$ cat config.mk
export PLATFORM = sky130hd
export DESIGN_NAME = instruction_fetch_unit
export DESIGN_NICKNAME = d
export VERILOG_FILES = /design/src/rtl/instruction_fetch_unit.sv
export SDC_FILE = /design/constraint.sdc
export NUM_CORES = 1
export LEC_CHECK = 0
export ABC_AREA = 0
export ABC_CLOCK_PERIOD_IN_PS = 6400
export CAP_MARGIN = 20
export CORE_AREA = 4 4 194 196
export CTS_CLUSTER_DIAMETER = 150
export DETAILED_ROUTE_END_ITERATION = 8
export DIE_AREA = 0 0 198 200
export GPL_TIMING_DRIVEN = 0
export PLACE_DENSITY_LB_ADDON = 0.1
export SETUP_SLACK_MARGIN = 0.15
export SLEW_MARGIN = 20
export SYNTH_ARGS = -nofsm -noshare
export SYNTH_HDL_FRONTEND = slang
export SYNTH_SLANG_ARGS = --single-unit
export TNS_END_PERCENT = 20
$ cat constraint.sdc
create_clock -name Clk -period 6.4 [get_ports Clk]
set_input_delay 0.96 -clock Clk [delete_from_list [all_inputs] [get_ports Clk]]
set_output_delay 0.96 -clock Clk [all_outputs]
set_load 0.005 [all_outputs]
$ cat src/rtl/instruction_fetch_unit.sv
// -----------------------------------------------------------------------------
// instruction_fetch_unit
//
// Purpose: initiator side of a combinational instruction-memory read port.
// Owns the program counter, captures each fetched word together with its PC
// into a small prefetch FIFO, and presents the FIFO head to decode over a
// valid/ready handshake. Branch redirects from execute flush the FIFO and
// reload the PC.
//
// Optional feature: define IFU_BOUNDS_CHECK_EN to compile in a fetch-address
// bounds check against ADDR_LIMIT (sticky AddrFault, further pushes blocked).
// Without it AddrFault is tied to 0 and fetch runs unchecked.
//
// Parameters:
//   DEPTH      prefetch FIFO entries (power of two, >= 2)
//   RESET_PC   PC loaded on reset
//   ADDR_LIMIT highest legal fetch address (bounds-check build only)
//
// Ports:
//   Clk           in   clock, all state updates on the rising edge
//   Reset         in   synchronous, active-high
//   ReadAddress   out  [31:0] fetch address (PC register)
//   Instruction   in   [31:0] memory data for ReadAddress, same cycle
//   BranchTaken   in   redirect request from execute
//   BranchTarget  in   [31:0] redirect address, low two bits ignored
//   InstrValid    out  FIFO head holds a valid entry
//   InstrReady    in   decode accepts the head this cycle
//   InstrOut      out  [31:0] instruction word at FIFO head
//   InstrPC       out  [31:0] fetch address of InstrOut
//   AddrFault     out  sticky bounds-violation flag
// -----------------------------------------------------------------------------
module instruction_fetch_unit #(
    parameter int unsigned DEPTH      = 4,
    parameter logic [31:0] RESET_PC   = 32'h0,
    parameter logic [31:0] ADDR_LIMIT = 32'd64
) (
    input  logic        Clk,
    input  logic        Reset,
    output logic [31:0] ReadAddress,
    input  logic [31:0] Instruction,
    input  logic        BranchTaken,
    input  logic [31:0] BranchTarget,
    output logic        InstrValid,
    input  logic        InstrReady,
    output logic [31:0] InstrOut,
    output logic [31:0] InstrPC,
    output logic        AddrFault
);

    localparam int unsigned AW = $clog2(DEPTH);
    localparam int unsigned CW = AW + 1;
    localparam logic [CW-1:0] FULL_CNT = CW'(DEPTH);
    localparam logic [CW-1:0] CNT_ONE  = CW'(1);
    localparam logic [AW-1:0] PTR_ONE  = AW'(1);

    logic [31:0]   pc_q, pc_d;
    logic [AW-1:0] wr_ptr_q, wr_ptr_d;
    logic [AW-1:0] rd_ptr_q, rd_ptr_d;
    logic [CW-1:0] count_q, count_d;
    logic [31:0]   fifo_pc_q  [DEPTH];
    logic [31:0]   fifo_pc_d  [DEPTH];
    logic [31:0]   fifo_ins_q [DEPTH];
    logic [31:0]   fifo_ins_d [DEPTH];

    logic pop;
    logic room;
    logic push;
    logic fault;
    logic in_bounds;

    // Target word alignment discards the low two bits.
    logic unused_target_bits;
    assign unused_target_bits = ^BranchTarget[1:0];

`ifdef IFU_BOUNDS_CHECK_EN
    logic fault_q, fault_d;

    assign in_bounds = (pc_q <= ADDR_LIMIT);
    assign fault     = fault_q;

    // The fault latches on exactly the edge where an out-of-range push would
    // have happened; a redirect in that cycle suppresses the attempt.
    always_comb begin
        fault_d = fault_q;
        if (!BranchTaken && !fault_q && room && !in_bounds) begin
            fault_d = 1'b1;
        end
    end

    always_ff @(posedge Clk) begin
        if (Reset) begin
            fault_q <= 1'b0;
        end else begin
            fault_q <= fault_d;
        end
    end
`else
    logic unused_limit;
    assign unused_limit = ^ADDR_LIMIT;
    assign in_bounds    = 1'b1;
    assign fault        = 1'b0;
`endif

    assign ReadAddress = pc_q;
    assign InstrValid  = (count_q != '0);
    assign InstrOut    = fifo_ins_q[rd_ptr_q];
    assign InstrPC     = fifo_pc_q[rd_ptr_q];
    assign AddrFault   = fault;

    assign pop  = InstrValid && InstrReady;
    // count never exceeds DEPTH, so "not full" is the same as count < DEPTH;
    // a simultaneous pop frees the slot being written.
    assign room = (count_q != FULL_CNT) || pop;
    assign push = !BranchTaken && !fault && room && in_bounds;

    always_comb begin
        pc_d       = pc_q;
        wr_ptr_d   = wr_ptr_q;
        rd_ptr_d   = rd_ptr_q;
        count_d    = count_q;
        fifo_pc_d  = fifo_pc_q;
        fifo_ins_d = fifo_ins_q;

        if (BranchTaken) begin
            // Redirect wins over push and pop; a head handed over this cycle
            // is squashed along with the rest of the FIFO.
            pc_d     = {BranchTarget[31:2], 2'b00};
            wr_ptr_d = '0;
            rd_ptr_d = '0;
            count_d  = '0;
        end else begin
            if (push) begin
                fifo_pc_d[wr_ptr_q]  = pc_q;
                fifo_ins_d[wr_ptr_q] = Instruction;
                wr_ptr_d             = wr_ptr_q + PTR_ONE;
                pc_d                 = pc_q + 32'd4;
            end
            if (pop) begin
                rd_ptr_d = rd_ptr_q + PTR_ONE;
            end
            if (push && !pop) begin
                count_d = count_q + CNT_ONE;
            end else if (pop && !push) begin
                count_d = count_q - CNT_ONE;
            end
        end
    end

    always_ff @(posedge Clk) begin
        if (Reset) begin
            pc_q     <= RESET_PC;
            wr_ptr_q <= '0;
            rd_ptr_q <= '0;
            count_q  <= '0;
            for (int i = 0; i < DEPTH; i++) begin
                fifo_pc_q[i]  <= '0;
                fifo_ins_q[i] <= '0;
            end
        end else begin
            pc_q       <= pc_d;
            wr_ptr_q   <= wr_ptr_d;
            rd_ptr_q   <= rd_ptr_d;
            count_q    <= count_d;
            fifo_pc_q  <= fifo_pc_d;
            fifo_ins_q <= fifo_ins_d;
        end
    end

endmodule

==> results of run 1 <==
## final cells by class
| type | instances | area share |
|---|---|---|
| Timing Repair Buffer | 156 | 0.0994 |
| Clock inverter | 8 | 0.00287 |
| Clock buffer | 50 | 0.0671 |
| Tap cell | 468 | 0.0373 |
| Inverter | 4 | 0.000956 |
| Buffer | 130 | 0.0516 |
| Multi-Input combinational cell | 1008 | 0.378 |
| Sequential cell | 285 | 0.363 |
## critical path, cell delays in order, from the launching register on
cell                              delay (ns)
sky130_fd_sc_hd__dfxtp_1                0.30
sky130_fd_sc_hd__buf_2                  0.32
sky130_fd_sc_hd__buf_2                  0.42
sky130_fd_sc_hd__buf_2                  0.43
sky130_fd_sc_hd__mux4_2                 0.44
sky130_fd_sc_hd__clkdlybuf4s50_1        0.48
## worst max path at each step
stage,end,slack (ns),cells past startpoint
2_1_floorplan,count_q[2]$_SDFFE_PP0P_,3.79,8
5_1_grt,InstrPC[20],2.39,5
3_5_place_dp,InstrPC[20],3.03,5
6_report,InstrPC[20],2.55,5
3_3_place_gp,InstrPC[20],3.02,5
4_1_cts,InstrPC[20],2.47,5
## cells by family after synthesis
logic type,share of synthesized area
other,0.000301
adders and majority gates,0.00764
muxes,0.115
and+or+nand+nor,0.212
buffers and inverters,0.0663
AOI/OAI and AO/OA,0.121
DFF,0.458
xor gates and xnor gates,0.0197
## cells in the final DEF, fill, tap and decap left out, types with 5 or more instances in the layout
| master | netlist | final |
|---|---|---|
| sky130_fd_sc_hd__a211oi_1 | 10 | 10 |
| sky130_fd_sc_hd__a21oi_1 | 257 | 257 |
| sky130_fd_sc_hd__and4_1 | 7 | 7 |
| sky130_fd_sc_hd__buf_2 | 52 | 52 |
| sky130_fd_sc_hd__buf_4 | 6 | 6 |
| sky130_fd_sc_hd__buf_6 | 29 | 29 |
| sky130_fd_sc_hd__clkbuf_1 | 39 | 44 |
| sky130_fd_sc_hd__clkbuf_16 | 0 | 37 |
| sky130_fd_sc_hd__clkbuf_8 | 0 | 8 |
| sky130_fd_sc_hd__clkdlybuf4s50_1 | 0 | 156 |
| sky130_fd_sc_hd__clkinv_2 | 0 | 6 |
| sky130_fd_sc_hd__conb_1 | 1 | 5 |
| sky130_fd_sc_hd__dfxtp_1 | 285 | 285 |
| sky130_fd_sc_hd__ha_1 | 6 | 6 |
| sky130_fd_sc_hd__mux4_2 | 62 | 62 |
| sky130_fd_sc_hd__nand2_1 | 524 | 524 |
| sky130_fd_sc_hd__nand3_1 | 9 | 9 |
| sky130_fd_sc_hd__nand4_1 | 7 | 7 |
| sky130_fd_sc_hd__nor2_1 | 30 | 30 |
| sky130_fd_sc_hd__o21ai_0 | 7 | 7 |
| sky130_fd_sc_hd__or3_1 | 7 | 7 |
| sky130_fd_sc_hd__xnor2_1 | 22 | 22 |
| sky130_fd_sc_hd__xor2_1 | 6 | 6 |
## power breakdown
| part | internal [mW] | switching [mW] | total [mW] |
|---|---|---|---|
| Combinational | 0.212 | 0.248 | 0.460 |
| Sequential | 1.83 | 0.0419 | 1.87 |
| Clock | 1.14 | 0.760 | 1.90 |
| Total | 3.18 | 1.05 | 4.23 |
## metal layers
| metal | GRT usage | vias to the layer above | share of wire |
|---|---|---|---|
| li1 | - | 5174 | - |
| met1 | 0.280 | 5086 | 0.45 |
| met2 | 0.346 | 292 | 0.48 |
| met3 | 0.0300 | 62 | 0.052 |
| met4 | 0.0574 | 0 | 0.022 |
| met5 | 0 | - | 0 |
## flip-flops by register name (all words and copies together) (netlist names)
name,flops
fifo_ins_q,128
count_q,3
rd_ptr_q,2
ReadAddress,30
fifo_pc_q,120
wr_ptr_q,2
## per-stage QoR
step | utilization | cell area, um2
2_1_floorplan | - | 12500
3_3_place_gp | 0.405 | 14600
3_5_place_dp | 0.405 | 14600
4_1_cts | 0.435 | 15700
5_1_grt | 0.435 | 15700
6_report | 0.435 | 15700
==> run summary, run 1 <==
The tools report the via count as 10.6k. Area added between synthesis and finish: 26.2%. STA classifies the critical path endpoint as an output pin. In the final routed layout, each cell accounts on average for 19.6 um. Ranked by total cell area, the synthesized netlist is headed by sky130_fd_sc_hd__dfxtp_1 46%, sky130_fd_sc_hd__nand2_1 16%, sky130_fd_sc_hd__mux4_2 11%, sky130_fd_sc_hd__a21oi_1 10%, sky130_fd_sc_hd__buf_6 2.6%. Among all flip-flop cells after synthesis, the most frequent one is sky130_fd_sc_hd__dfxtp_1. The detail route stage leaves a number of antenna-violating nets equal to 0. After clock tree synthesis, the clock-pin slew on the worst setup and hold paths is 0.06 ns.

The tools report the end of the worst hold path as fifo_ins_q[98]$_SDFFE_PP0P_. The worst register-to-register path ends at ReadAddress[30]$_SDFFE_PP0P_. For the relative slew slack, the log shows 0.430. The H-tree was split into 2 levels. Adding up every negative setup slack in the final design gives 0 ns. The number of antenna violations at the first check in global routing is 0. Entering global routing, the biggest net connects 13 pins. The multi-input logic area is 0.00593 mm2.

166 I/O pins were placed. TritonCTS built the clock tree. The portion of synthesized cell area occupied by the leading cell type came out at 0.458. The overflow left after global routing is 0, and the post-layout net count is 1694. The number of cell instances on the worst register-to-register path is 6, and the area of all sequential standard cells is 0.00571 mm2. Dividing total power by cell area gives a power density of 269 mW/mm2. Post-CTS timing repair inserted 0 buffers for setup. The total area inside the core boundary comes to 0.0361 mm2.

Via count of the first global-routing pass: 10.6k. The worst setup path is launched from a flop. The final count of hold timing violations is 0, and the placement-stage worst setup slack is 3.03 ns. The largest area contributor in the netlist is sky130_fd_sc_hd__dfxtp_1. Mean cell area of the mapped netlist: 8.75 um2.

The final period utilization works out to 0.602. The clock period could shrink to 3.85 ns. The tools report the buffer type at the clock tree root as sky130_fd_sc_hd__clkbuf_16.

The number of endpoints failing setup at the final stage was 0; the placer congestion estimate was 0.809. No sink is reached through more buffers than the 3 on the longest clock path. The HPWL after detailed placement is 28.4 mm.

The effective utilization at floorplan was 0.345; the post-route non-filler standard cell count was 2109. The proportion of layout cells with a drive suffix above 1 came out at 0.139. Largest fanout on the critical path: 10. Along the worst hold path, the cell count comes to 2. The number of synthesized flops with an enable pin was 0; the number of gates resized after CTS was 0.

The run gives 0.458 as the sequential element share of the synthesized area. The classification of the worst setup path was flop to output pin. Measured along the x axis, the die boundary spans 198 um.

The setup slack of the critical path after layout was 2.55 ns. For the leakage power, the log shows 5.29 nW. For the pin with the worst max-slew slack, the measured transition is 0.856 ns. The run gives 4.23 mW as the post-layout total power. The tools report the layout filler cell count as 3642. In the routed design, unresolved DRC markers number 0. The area enclosed by the die boundary came out at 0.0396 mm2.

The number of unique standard cell types used by synthesis is 46, and the per-cell via count in the routed design is 5.03. The first-pass GRT wire length was 63.0 mm. The number of hold buffers added after CTS was 0.

The hold slack was 0.451 ns; the clock sink total was 285. The pre-antenna-repair detailed-routing pass consisted of 5 iterations. Tracing the worst setup path back leads to its startpoint at rd_ptr_q[0]$_SDFFE_PP0P_. The class of the worst hold path is flop to flop.

The async set-or-reset flop fraction in the synthesized netlist was 0; the total wire length after detailed routing was 41.2 mm. After the first detailed-routing iteration, the DRC count stood at 780. The startpoint identified for the worst register-to-register timing path is ReadAddress[2]$_SDFFE_PP0P_. The combined global-route utilization of all metal layers is 0.206, and the arrival time of the worst setup path is 2.89 ns.

The repair_antennas step left the layout with diodes totalling 0. The cell count after placement was 2051. Most common cell in the netlist: sky130_fd_sc_hd__nand2_1. STA puts the critical path data required time at 5.44 ns. The flop and latch count out of synthesis was 285; the number of buffers inserted by port buffering was 156. For the count of yosys warnings during synthesis, the log shows 0.

The vertical extent of the die was 200 um; the post-route clock skew was 0.0142 ns. The area of the mapped netlist came out at 0.0124 mm2. The tools report the count of max-cap constraint violations as 0. Timing would allow up to 260 MHz. Setup repair after global routing left no endpoint under its margin. Counting instances in the post-synthesis netlist gives the leading cell types as 524 x sky130_fd_sc_hd__nand2_1, 285 x sky130_fd_sc_hd__dfxtp_1, 257 x sky130_fd_sc_hd__a21oi_1. IR analysis of the VDD net gives a maximum drop of 177 uV. TritonCTS created 34 clock buffers. Final count of pins violating max slew: 0.

In this run the most critical hold path is launched from fifo_ins_q[98]$_SDFFE_PP0P_. The latest clock arrival within the worst-skew pair was 0.51 ns. After floorplanning, the core was divided into 70 placement rows. Counting every instance in the synthesized netlist gives 1423.

In this run the register-to-register setup slack is 4.13 ns. The flow ran to the end, and the final reports show no timing, DRC or antenna violations.
Note: power is estimated with default switching activity, not from simulation.
==> run 2: changes to the inputs <==
--- a/config.mk
+++ b/config.mk
@@ -6,7 +6,7 @@
 export NUM_CORES = 1
 export LEC_CHECK = 0
 export ABC_AREA = 0
-export ABC_CLOCK_PERIOD_IN_PS = 6400
+export ABC_CLOCK_PERIOD_IN_PS = 3700
 export CAP_MARGIN = 20
 export CORE_AREA = 4 4 194 196
 export CTS_CLUSTER_DIAMETER = 150
==> constraint.sdc (replaced) <==
create_clock -name Clk -period 3.7 [get_ports Clk]
set_input_delay 0.555 -clock Clk [delete_from_list [all_inputs] [get_ports Clk]]
set_output_delay 0.555 -clock Clk [all_outputs]
set_load 0.005 [all_outputs]
==> run 2 against run 1 <==
Net effect:
- largest cell class unchanged
- clock-buffer cell count unchanged
- utilization about the same
- die area stayed put
- register-to-register slack worse by 2.7 ns
- clock skew barely moved
- critical endpoint unchanged
- wire length hardly changed
- critical path depth unchanged
- first-iteration DRC count stayed put
- sequential cell count is the same
==> run summary, run 2 (synthesis results as in run 1) <==
The run gives 0.451 ns as the hold slack. Hold repair after CTS inserted 0 buffers. Prior to clock tree synthesis, the placed netlist has a worst setup slack of 0.731 ns. The critical path startpoint category is a flop. The final period utilization is 0.910, and the post-route clock skew is 0.0144 ns.

The run gives 10.6k as the via count of the first global-routing pass. The detailed router placed 10.6k vias in this run. The repair_antennas step left the layout with diodes totalling 0. Class of the worst hold path: flop to flop. The library cell used most frequently in the layout, excluding fill and tap cells, is sky130_fd_sc_hd__nand2_1.

The area enclosed by the die boundary was 0.0396 mm2. For the worst-skew pair, the clock arrives at the later sink with an insertion delay of 0.51 ns. The tools report the source of the worst hold timing path as fifo_ins_q[98]$_SDFFE_PP0P_. In this run the count of I/O pins placed on the die edge is 166. In the routed design, unresolved DRC markers number 0. The first-pass iteration count of the detailed router is 5. The effective utilization at floorplan is 0.345.

The worst hold path terminates at fifo_ins_q[98]$_SDFFE_PP0P_. The area of all sequential standard cells is 0.00571 mm2. The tools report the first-pass GRT wire length as 63.0 mm. In this run the worst path has a maximum fanout of 10. At the end of the flow, the number of nets in the layout was 1694. The power per cell area is 465 mW/mm2, and the number of flip-flops under the largest register name is 128.

The run gives 3641 as the layout filler cell count. The core region area came out at 0.0361 mm2. The width of the die is 198 um, and the half-perimeter wire length after detailed placement is 28.4 mm. The clock-pin slew on the worst setup and hold paths works out to 0.06 ns. For this block, the routed nets add up to 41.3 mm of wire. The vertical extent of the die was 200 um; the proportion of layout cells with a drive suffix above 1 was 0.139.

Setup violations remaining at the end of the flow were counted as 0. The deepest clock path buffer count was 3. The wire length per cell is 19.6 um. Using the TritonRoute via totals, the vias-per-cell ratio works out to 5.03. For this block, the initial DRC count from the detailed router was 780. The pin count of the biggest net entering global routing is 13. Once the clock tree was built, the setup fixing pass inserted 0 buffers. Port buffering added 156 buffers.

The startpoint identified for the worst register-to-register timing path is ReadAddress[2]$_SDFFE_PP0P_. The count of antenna-violating nets left after detailed routing came out at 0. Setup repair after global routing left no endpoint under its margin. The tools report the leakage power as 5.29 nW. The data required time of the critical path was 3.14 ns.

CTS placed an instance of sky130_fd_sc_hd__clkbuf_16 at the clock tree root. Final total negative setup slack: 0 ns. The critical register-to-register path endpoint is ReadAddress[30]$_SDFFE_PP0P_. Counting the buffers created by CTS gives 34. The tools report the critical path endpoint category as an output pin.

Final count of pins violating max slew: 0. The logs give 7.31 mW for the post-layout total power and 0 for the number of antenna violations at the first check in global routing. At the pin with the least slew margin, the transition time is 0.856 ns. The logs give 0 for the final count of hold timing violations and 70 for the floorplan row count. For the worst flop-to-flop path, the logic depth is 6. Combined global-route utilization of all metal layers: 0.206. TritonCTS built the clock tree.

The flow ran to the end, and the final reports show no timing, DRC or antenna violations. The tools report the setup slack of the critical path after layout as 0.333 ns. The count of max-cap constraint violations is 0. Compared with the post-synthesis result, the final layout area differs by 26.2%. For the overflow left after global routing, the log shows 0.

For the largest vdd supply drop, the log shows 306 uV. Register with the most flip-flops: fifo_ins_q. The post-layout minimum cycle time was 3.37 ns. After clock tree synthesis, the repair step resized 0 gates. The H-tree was split into 2 levels. Highest achievable clock rate: 297 MHz. The relative slew slack came out at 0.430. Routability-driven placement finished with a final weighted congestion of 0.809. Setup slack on the worst reg-to-reg path comes out at 1.43 ns.

Cell depth of the worst hold path: 2. In the layout the commonest cells are 524 x sky130_fd_sc_hd__nand2_1, 285 x sky130_fd_sc_hd__dfxtp_1, 257 x sky130_fd_sc_hd__a21oi_1, 156 x sky130_fd_sc_hd__clkdlybuf4s50_1, 62 x sky130_fd_sc_hd__mux4_2. Classification of the worst setup path: flop to output pin. Summing all multi-input logic gate instances after layout gives 0.00593 mm2. The clock sink total came out at 285.

Data on the critical path arrives at its endpoint at 2.81 ns.
[run 2: worst max path at each step]
| stage | start | end | slack (ns) | cells after the start |
|---|---|---|---|---|
| 2_1_floorplan | BranchTaken | count_q[2]$_SDFFE_PP0P_ | 1.50 | 8 |
| 3_3_place_gp | rd_ptr_q[0]$_SDFFE_PP0P_ | InstrPC[20] | 0.72 | 5 |
| 3_5_place_dp | rd_ptr_q[0]$_SDFFE_PP0P_ | InstrPC[20] | 0.73 | 5 |
| 4_1_cts | rd_ptr_q[0]$_SDFFE_PP0P_ | InstrPC[20] | 0.17 | 5 |
| 5_1_grt | rd_ptr_q[0]$_SDFFE_PP0P_ | InstrPC[20] | 0.18 | 5 |
| 6_report | rd_ptr_q[0]$_SDFFE_PP0P_ | InstrPC[20] | 0.33 | 5 |
[run 2: stage by stage]
step / cell area (um2) / utilization / std cells
3_3_place_gp: 14600 / 0.405 / 2051
6_report: 15700 / 0.435 / 2109
5_1_grt: 15700 / 0.435 / 2109
2_1_floorplan: 12500 / - / 1427
4_1_cts: 15700 / 0.435 / 2109
3_5_place_dp: 14600 / 0.405 / 2051
[run 2: layer usage]
layer | global-route usage | vias up | share of wire
met3 | 0.0300 | 62 | 0.053
li1 | - | 5175 | -
met5 | 0 | - | 0
met2 | 0.346 | 297 | 0.48
met1 | 0.280 | 5082 | 0.45
met4 | 0.0574 | 0 | 0.022
[run 2: final cells by class]
class / instances / share of cell area
plain buffers: 130 / 0.0518
multi-input cells: 1008 / 0.377
clock buffers: 50 / 0.0671
inverters: 4 / 0.000956
well taps: 468 / 0.0373
repair buffers: 156 / 0.0994
flip-flops and latches: 285 / 0.363
clock inverters: 8 / 0.00287
[run 2: report_power, final]
| part | switching [mW] | internal (mW) |
|---|---|---|
| registers | 0.0725 | 3.16 |
| clock network | 1.31 | 1.97 |
| logic | 0.429 | 0.366 |
[run 2: worst max-delay path, stage by stage, from the launching register on]
cell	delay [ns]
sky130_fd_sc_hd__dfxtp_1	0.30
sky130_fd_sc_hd__buf_2	0.33
sky130_fd_sc_hd__clkbuf_4	0.36
sky130_fd_sc_hd__buf_2	0.40
sky130_fd_sc_hd__mux4_2	0.44
sky130_fd_sc_hd__clkdlybuf4s50_1	0.48
